## src/rtl/if_fetch_unit.sv

```systemverilog
// Instruction-fetch front end: owns the fetch PC, drives a variable-latency imem port and buffers words for IF/ID.
// Define FETCH_PERF_CNT_EN to add saturating perf_bubbles / perf_flushes counter ports.

// state   | meaning
// IDLE    | no request outstanding; issues one when a FIFO slot is guaranteed free
// WAIT    | request outstanding, data will be pushed on ack
// DROP    | request outstanding after a redirect, data discarded on ack
module if_fetch_unit #(
   parameter logic [31:0] RESET_PC = 32'h0000_3000,
   parameter int unsigned DEPTH    = 4,
   parameter logic [31:0] NOP_WORD = 32'h0000_0000
) (
   input  logic        clock,
   input  logic        reset,
   input  logic        id_ready,
   input  logic        redirect,
   input  logic [31:0] redirect_pc,
   output logic        imem_req,
   output logic [31:0] imem_addr,
   input  logic        imem_ack,
   input  logic [31:0] imem_rdata,
   output logic        valid_out,
   output logic [31:0] ins_out,
   output logic [31:0] npc_out
`ifdef FETCH_PERF_CNT_EN
   ,
   output logic [31:0] perf_bubbles,
   output logic [31:0] perf_flushes
`endif
);

   localparam int PW = (DEPTH > 1) ? $clog2(DEPTH) : 1;
   localparam int CW = $clog2(DEPTH + 1);
   localparam logic [CW-1:0] DEPTH_C = CW'(DEPTH);

   typedef enum logic [1:0] {
      ST_IDLE,
      ST_WAIT,
      ST_DROP
   } state_e;

   state_e        state_q, state_d;
   logic [31:0]   fetch_pc_q, fetch_pc_d;
   logic [31:0]   req_addr_q, req_addr_d;
   logic [31:0]   last_npc_q, last_npc_d;
   logic [PW-1:0] rd_ptr_q, rd_ptr_d;
   logic [PW-1:0] wr_ptr_q, wr_ptr_d;
   logic [CW-1:0] count_q, count_d;
   logic [63:0]   mem_q [DEPTH];
   logic [63:0]   mem_d [DEPTH];

   logic [63:0]   head;
   logic [CW-1:0] occupancy;
   logic          push;
   logic          pop;
   logic          can_issue;

   always_comb begin
      head      = mem_q[rd_ptr_q];
      valid_out = (count_q != '0);
      ins_out   = valid_out ? head[63:32] : NOP_WORD;
      npc_out   = valid_out ? head[31:0]  : last_npc_q;
      pop       = valid_out & id_ready & ~redirect;
      occupancy = count_q - CW'(pop);
      // Only issue when the word is certain to find a free slot on arrival.
      can_issue = ~reset & ~redirect & (occupancy < DEPTH_C);
   end

   always_comb begin
      state_d    = state_q;
      fetch_pc_d = fetch_pc_q;
      req_addr_d = req_addr_q;
      imem_req   = 1'b0;
      imem_addr  = req_addr_q;
      push       = 1'b0;

      case (state_q)
         ST_IDLE: begin
            imem_addr = fetch_pc_q;
            imem_req  = can_issue;
            if (can_issue) begin
               req_addr_d = fetch_pc_q;
               state_d    = ST_WAIT;
            end
         end
         ST_WAIT: begin
            imem_req = 1'b1;
            if (redirect) begin
               state_d = imem_ack ? ST_IDLE : ST_DROP;
            end else if (imem_ack) begin
               push       = 1'b1;
               fetch_pc_d = req_addr_q + 32'd4;
               state_d    = ST_IDLE;
            end
         end
         ST_DROP: begin
            imem_req = 1'b1;
            if (imem_ack) begin
               state_d = ST_IDLE;
            end
         end
         default: state_d = ST_IDLE;
      endcase

      if (redirect) begin
         fetch_pc_d = {redirect_pc[31:2], 2'b00};
      end
   end

   always_comb begin
      mem_d      = mem_q;
      rd_ptr_d   = rd_ptr_q;
      wr_ptr_d   = wr_ptr_q;
      count_d    = count_q;
      last_npc_d = npc_out;

      if (push) begin
         mem_d[wr_ptr_q] = {imem_rdata, req_addr_q + 32'd4};
      end

      if (redirect) begin
         rd_ptr_d = '0;
         wr_ptr_d = '0;
         count_d  = '0;
      end else begin
         if (push) wr_ptr_d = wr_ptr_q + PW'(1);
         if (pop)  rd_ptr_d = rd_ptr_q + PW'(1);
         count_d = count_q + CW'(push) - CW'(pop);
      end
   end

   always_ff @(posedge clock) begin
      if (reset) begin
         state_q    <= ST_IDLE;
         fetch_pc_q <= RESET_PC;
         req_addr_q <= RESET_PC;
         last_npc_q <= '0;
         rd_ptr_q   <= '0;
         wr_ptr_q   <= '0;
         count_q    <= '0;
      end else begin
         state_q    <= state_d;
         fetch_pc_q <= fetch_pc_d;
         req_addr_q <= req_addr_d;
         last_npc_q <= last_npc_d;
         rd_ptr_q   <= rd_ptr_d;
         wr_ptr_q   <= wr_ptr_d;
         count_q    <= count_d;
      end
   end

   // Storage needs no reset: entries are only visible while count_q covers them.
   always_ff @(posedge clock) begin
      mem_q <= mem_d;
   end

`ifdef FETCH_PERF_CNT_EN
   logic [31:0] perf_bubbles_q, perf_bubbles_d;
   logic [31:0] perf_flushes_q, perf_flushes_d;

   always_comb begin
      perf_bubbles_d = perf_bubbles_q;
      perf_flushes_d = perf_flushes_q;
      if (id_ready && !valid_out && (perf_bubbles_q != 32'hFFFF_FFFF)) begin
         perf_bubbles_d = perf_bubbles_q + 32'd1;
      end
      if (redirect && (perf_flushes_q != 32'hFFFF_FFFF)) begin
         perf_flushes_d = perf_flushes_q + 32'd1;
      end
   end

   always_ff @(posedge clock) begin
      if (reset) begin
         perf_bubbles_q <= '0;
         perf_flushes_q <= '0;
      end else begin
         perf_bubbles_q <= perf_bubbles_d;
         perf_flushes_q <= perf_flushes_d;
      end
   end

   assign perf_bubbles = perf_bubbles_q;
   assign perf_flushes = perf_flushes_q;
`endif

endmodule

```

## config.mk

```make
export PLATFORM = sky130hd
export DESIGN_NAME = if_fetch_unit
export DESIGN_NICKNAME = d
export VERILOG_FILES = /design/src/rtl/if_fetch_unit.sv
export SDC_FILE = /design/constraint.sdc
export NUM_CORES = 1
export LEC_CHECK = 0
export CORE_MARGIN = 8
export CORE_UTILIZATION = 50
export CTS_CLUSTER_DIAMETER = 30
export DETAILED_ROUTE_END_ITERATION = 7
export GPL_TIMING_DRIVEN = 0
export PLACE_DENSITY = 0.78
export RECOVER_POWER = 100
export SKIP_LAST_GASP = 1
export SLEW_MARGIN = 20
export SYNTH_ARGS = -nofsm -noshare
export SYNTH_HDL_FRONTEND = slang
export SYNTH_SLANG_ARGS = --single-unit
```

## constraint.sdc

```tcl
create_clock -name clock -period 3.7 [get_ports clock]
set_clock_uncertainty 0.15 [all_clocks]
set_input_delay 0.37 -clock clock [delete_from_list [all_inputs] [get_ports clock]]
set_output_delay 0.37 -clock clock [all_outputs]
set_load 0.01 [all_outputs]
```

==> results_tabular.tex <==
\begin{tabular}{lr}
\hline
Metric & Value \\
\hline
\multicolumn{2}{l}{\textbf{Layout}} \\
\quad Utilization after layout & 65.9\% \\
\quad Commonest non-fill, non-tap cell in the layout & edfxtp\_1 \\
\quad Diode count & 0 \\
\quad Final nets & 1,277 \\
\quad Most used cells in the layout excluding fill and tap cells & edfxtp\_1 (256), dfxtp\_1 (105), clkdlybuf4s50\_1 (99) \\
\quad Final standard cell area without fillers & 19,000 µm² \\
\quad Fraction of layout instances using a drive strength above 1 & 18.6\% \\
\quad Area growth, synth to finish & 29.1\% \\
\multicolumn{2}{l}{\textbf{Clock network}} \\
\quad Clock-pin slew of the registers on the worst-case setup and hold paths & 0.05 ns \\
\quad Maximum number of buffers from clock root to sink & 3 \\
\quad TritonCTS clock tree & done \\
\quad H-tree levels & 2 \\
\quad Number of buffers inserted for hold repair after clock tree synthesis & 0 \\
\quad Clock tree root buffer cell & clkbuf\_16 \\
\quad Total clock sinks & 361 \\
\quad Worst-Skew Late Latency & 0.58 ns \\
\quad Clock buffer count from CTS & 60 \\
\multicolumn{2}{l}{\textbf{Worst setup path}} \\
\quad CP Data Arrival Time & 3.10 ns \\
\quad Register-to-Register Setup Slack & 0.21 ns \\
\quad Critical Path Max Stage Delay & 0.67 ns \\
\quad Classification of the worst setup path & in2out \\
\quad Cell-by-cell trace of the critical path & dlygate4sd3\_1 -> or2\_2 -> a21oi\_2 -> and2\_1 -> buf\_2 -> clkbuf\_2 -> nor2\_1 -> nor2\_1 -> clkdlybuf4s50\_1 \\
\quad Cell with the most instances on the worst path & nor2\_1 \\
\quad Worst setup SP type & primary input \\
\quad Kind of end point of the critical path & output port \\
\quad Critical path's slowest cell & dlygate4sd3\_1 \\
\quad Required time of the critical path & 3.18 ns \\
\quad Biggest fanout along the worst timing path & 10 \\
\multicolumn{2}{l}{\textbf{Global route}} \\
\quad Via count of the first global-routing pass & 9,718 \\
\quad Global-route wire length before repair & 55,800 µm \\
\quad Total track usage & 20.1\% \\
\quad Initial antenna violation count & 2 \\
\quad Leftover overflow at the end of global routing & 0 \\
\quad Maximum number of pins on one net before global-route repair & 41 \\
\multicolumn{2}{l}{\textbf{Detailed routing}} \\
\quad Antenna viol nets, final & 0 \\
\quad Routed metal-1 wire length & 15,000 µm \\
\quad Max Used Layer & met5 \\
\quad Starting DRC count in detailed routing & 616 \\
\quad Average wire per standard cell & 21.9 µm \\
\quad Via/cell ratio & 5.62 \\
\quad Met3 WL post-DR & 2830 µm \\
\quad Drt drc & 0 \\
\quad DR WL met2 & 16,900 µm \\
\quad Router iterations before antenna repair & 5 \\
\quad Total via count in the routed design & 9,165 \\
\quad Detailed Route WL & 35,700 µm \\
\multicolumn{2}{l}{\textbf{Floorplan}} \\
\quad Area of the die & 35,100 µm² \\
\quad I/O pin count & 167 \\
\quad Overall die height & 187 µm \\
\quad Overall die width & 187 µm \\
\quad Initial core utilization & 51.0\% \\
\quad Core area & 28,800 µm² \\
\quad Number of rows in the core area & 62 \\
\multicolumn{2}{l}{\textbf{Worst hold path}} \\
\quad Worst Hold Class & in2reg \\
\multicolumn{2}{l}{\textbf{Logic synthesis}} \\
\quad Async set-or-reset flop fraction in the synthesized netlist & 0\% \\
\quad Synth Register Bits & 361 \\
\quad Synthesized cell area & 14,700 µm² \\
\quad Number of enable-type register cells in the synthesized netlist & 256 \\
\quad Library cells used by synthesis & 46 \\
\quad Synth Flop Type & edfxtp\_1 \\
\quad Share of the yosys chip area belonging to registers & 66.7\% \\
\quad Yosys warning count & 0 \\
\quad Mean Syn Cell Area & 15.2 µm² \\
\quad Synthesized netlist cell count & 968 \\
\quad Net count after synthesis & 1,049 \\
\multicolumn{2}{l}{\textbf{Pwr}} \\
\quad Peak supply drop & 0.000425 V \\
\quad Power Density & 557 nW/µm² \\
\quad Leakage & 6.65 nW \\
\multicolumn{2}{l}{\textbf{Placement}} \\
\quad Final weighted congestion of routability-driven global placement & 0.879 \\
\quad HPWL after detailed placement & 23,200 µm \\
\quad Port bufs & 164 \\
\quad Post-placement cell area & 16,900 µm² \\
\multicolumn{2}{l}{\textbf{Job}} \\
\quad Maximum Capacitance Violations & 0 \\
\multicolumn{2}{l}{\textbf{Timing}} \\
\quad Total setup violations reported at the end of the flow & 0 \\
\quad Final worst path period need & 3.62 ns \\
\quad Count of endpoints failing hold in the final timing report & 0 \\
\quad Final Cycle Share & 98.0\% \\
\quad Slew at the pin with the worst max-slew slack & 0.985 ns \\
\quad Pins Over Slew Limit & 0 \\
\quad Peak clock frequency supported by timing & 276 MHz \\
\quad Worst slew margin & 34.3\% \\
\quad Setup repair after global routing missed its margin & false \\
\multicolumn{2}{l}{\textbf{Status}} \\
\quad Status & completed \\
\hline
\end{tabular}
[worst paths after layout]
path                        from  cells after the start             to
hold / removal    redirect_pc[5]                      3  fetch_pc_q[5]
setup reg to reg      state_q[1]                      7     mem_q[181]
setup / recovery           reset                      9       imem_req
hold reg to reg    fetch_pc_q[2]                      2  req_addr_q[2]
[state kept, by name (all words and copies together) (netlist names)]
register,flops
fetch_pc_q,32
last_npc_q,32
wr_ptr_q,2
state_q,2
mem_q,256
req_addr_q,32
rd_ptr_q,2
count_q,3
[cells in the mapped netlist, drive strengths merged, types with 2 or more instances]
| master | number | area, µm² |
|---|---|---|
| a21oi | 55 | 275 |
| a221o | 3 | 30.0 |
| a221oi | 2 | 17.5 |
| and2 | 37 | 231 |
| and3 | 20 | 125 |
| and4 | 3 | 26.3 |
| buf | 24 | 121 |
| clkbuf | 36 | 135 |
| dfxtp | 105 | 2100 |
| edfxtp | 256 | 7690 |
| ha | 11 | 138 |
| inv | 11 | 41.3 |
| mux2 | 62 | 698 |
| mux2i | 4 | 40.0 |
| mux4 | 64 | 1440 |
| nand2 | 97 | 364 |
| nand3 | 10 | 50.1 |
| nand3b | 2 | 15.0 |
| nand4 | 10 | 98.8 |
| nor2 | 34 | 128 |
| nor2b | 33 | 206 |
| nor3 | 6 | 41.3 |
| nor4 | 8 | 75.1 |
| nor4b | 3 | 26.3 |
| o21ai | 15 | 75.1 |
| o2bb2ai | 11 | 96.3 |
| or2 | 3 | 21.3 |
| or3 | 3 | 18.8 |
| xnor2 | 20 | 175 |
| xor2 | 13 | 114 |
[per-layer routing]
| layer | global-route usage [%] | up-vias |
|---|---|---|
| met4 | 6.85 | 4 |
| met3 | 5.05 | 81 |
| li1 | - | 4106 |
| met5 | 0 | - |
| met1 | 26.4 | 4584 |
| met2 | 32.2 | 390 |
[cells by family (layout without fill, tap and decap cells)]
family          count (synthesis)  after routing  share of synthesized area [%]
flops                         361            361                           66.7
simple gates                  270            270                           9.78
mux                           130            130                           14.8
compound gates                 91             91                           3.65
buf+inv                        71            350                           2.03
xor+xnor                       33             33                           1.97
fa+ha+maj                      12             12                           1.07
[power breakdown]
| group | internal [W] | total (W) | switching, W |
|---|---|---|---|
| combinational | 0.000186 | 0.000409 | 0.000223 |
| sequential | 0.00436 | 0.00439 | 0.0000314 |
| clock | 0.00383 | 0.00576 | 0.00193 |
| total | 0.00837 | 0.0106 | 0.00219 |
[critical path, delay by kind of cell]
kind	cells	cell delay, ns
simple gates	4	0.80
buf+inv	4	1.75
compound gates	1	0.19
[through the flow]
| stage | setup WS (ns) | hold WS [ns] | TNS [ns] | cells | total power, W |
|---|---|---|---|---|---|
| floorplan | 0.340 | 0.287 | 0 | 968 | 0.00465 |
| global route | 0.00940 | 0.230 | 0 | 1631 | 0.0108 |
| detailed placement | 0.218 | 0.306 | 0 | 1520 | 0.00488 |
| global placement | -1.65 | 0.298 | -416.58 | 1516 | 0.00487 |
| finish | 0.0757 | 0.220 | 0 | 1631 | 0.0106 |
| CTS | 0.0402 | 0.216 | 0 | 1632 | 0.0106 |
[final cells by class]
type	instances	area (µm²)
Fill cell	2011	9820
Inverter	11	41.3
Clock inverter	33	442
Multi-Input combinational cell	536	4550
Timing Repair Buffer	168	1700
Tap cell	384	480
Buffer	58	251
Sequential cell	361	9790
Clock buffer	80	1710
[what timing repair did]
item                                    CTS  global route
gates resized for setup                   0             5
endpoints found under the setup margin    9            53
setup buffers                             0             0
gates cloned                              0             0
(Power assumes the default switching activity.)
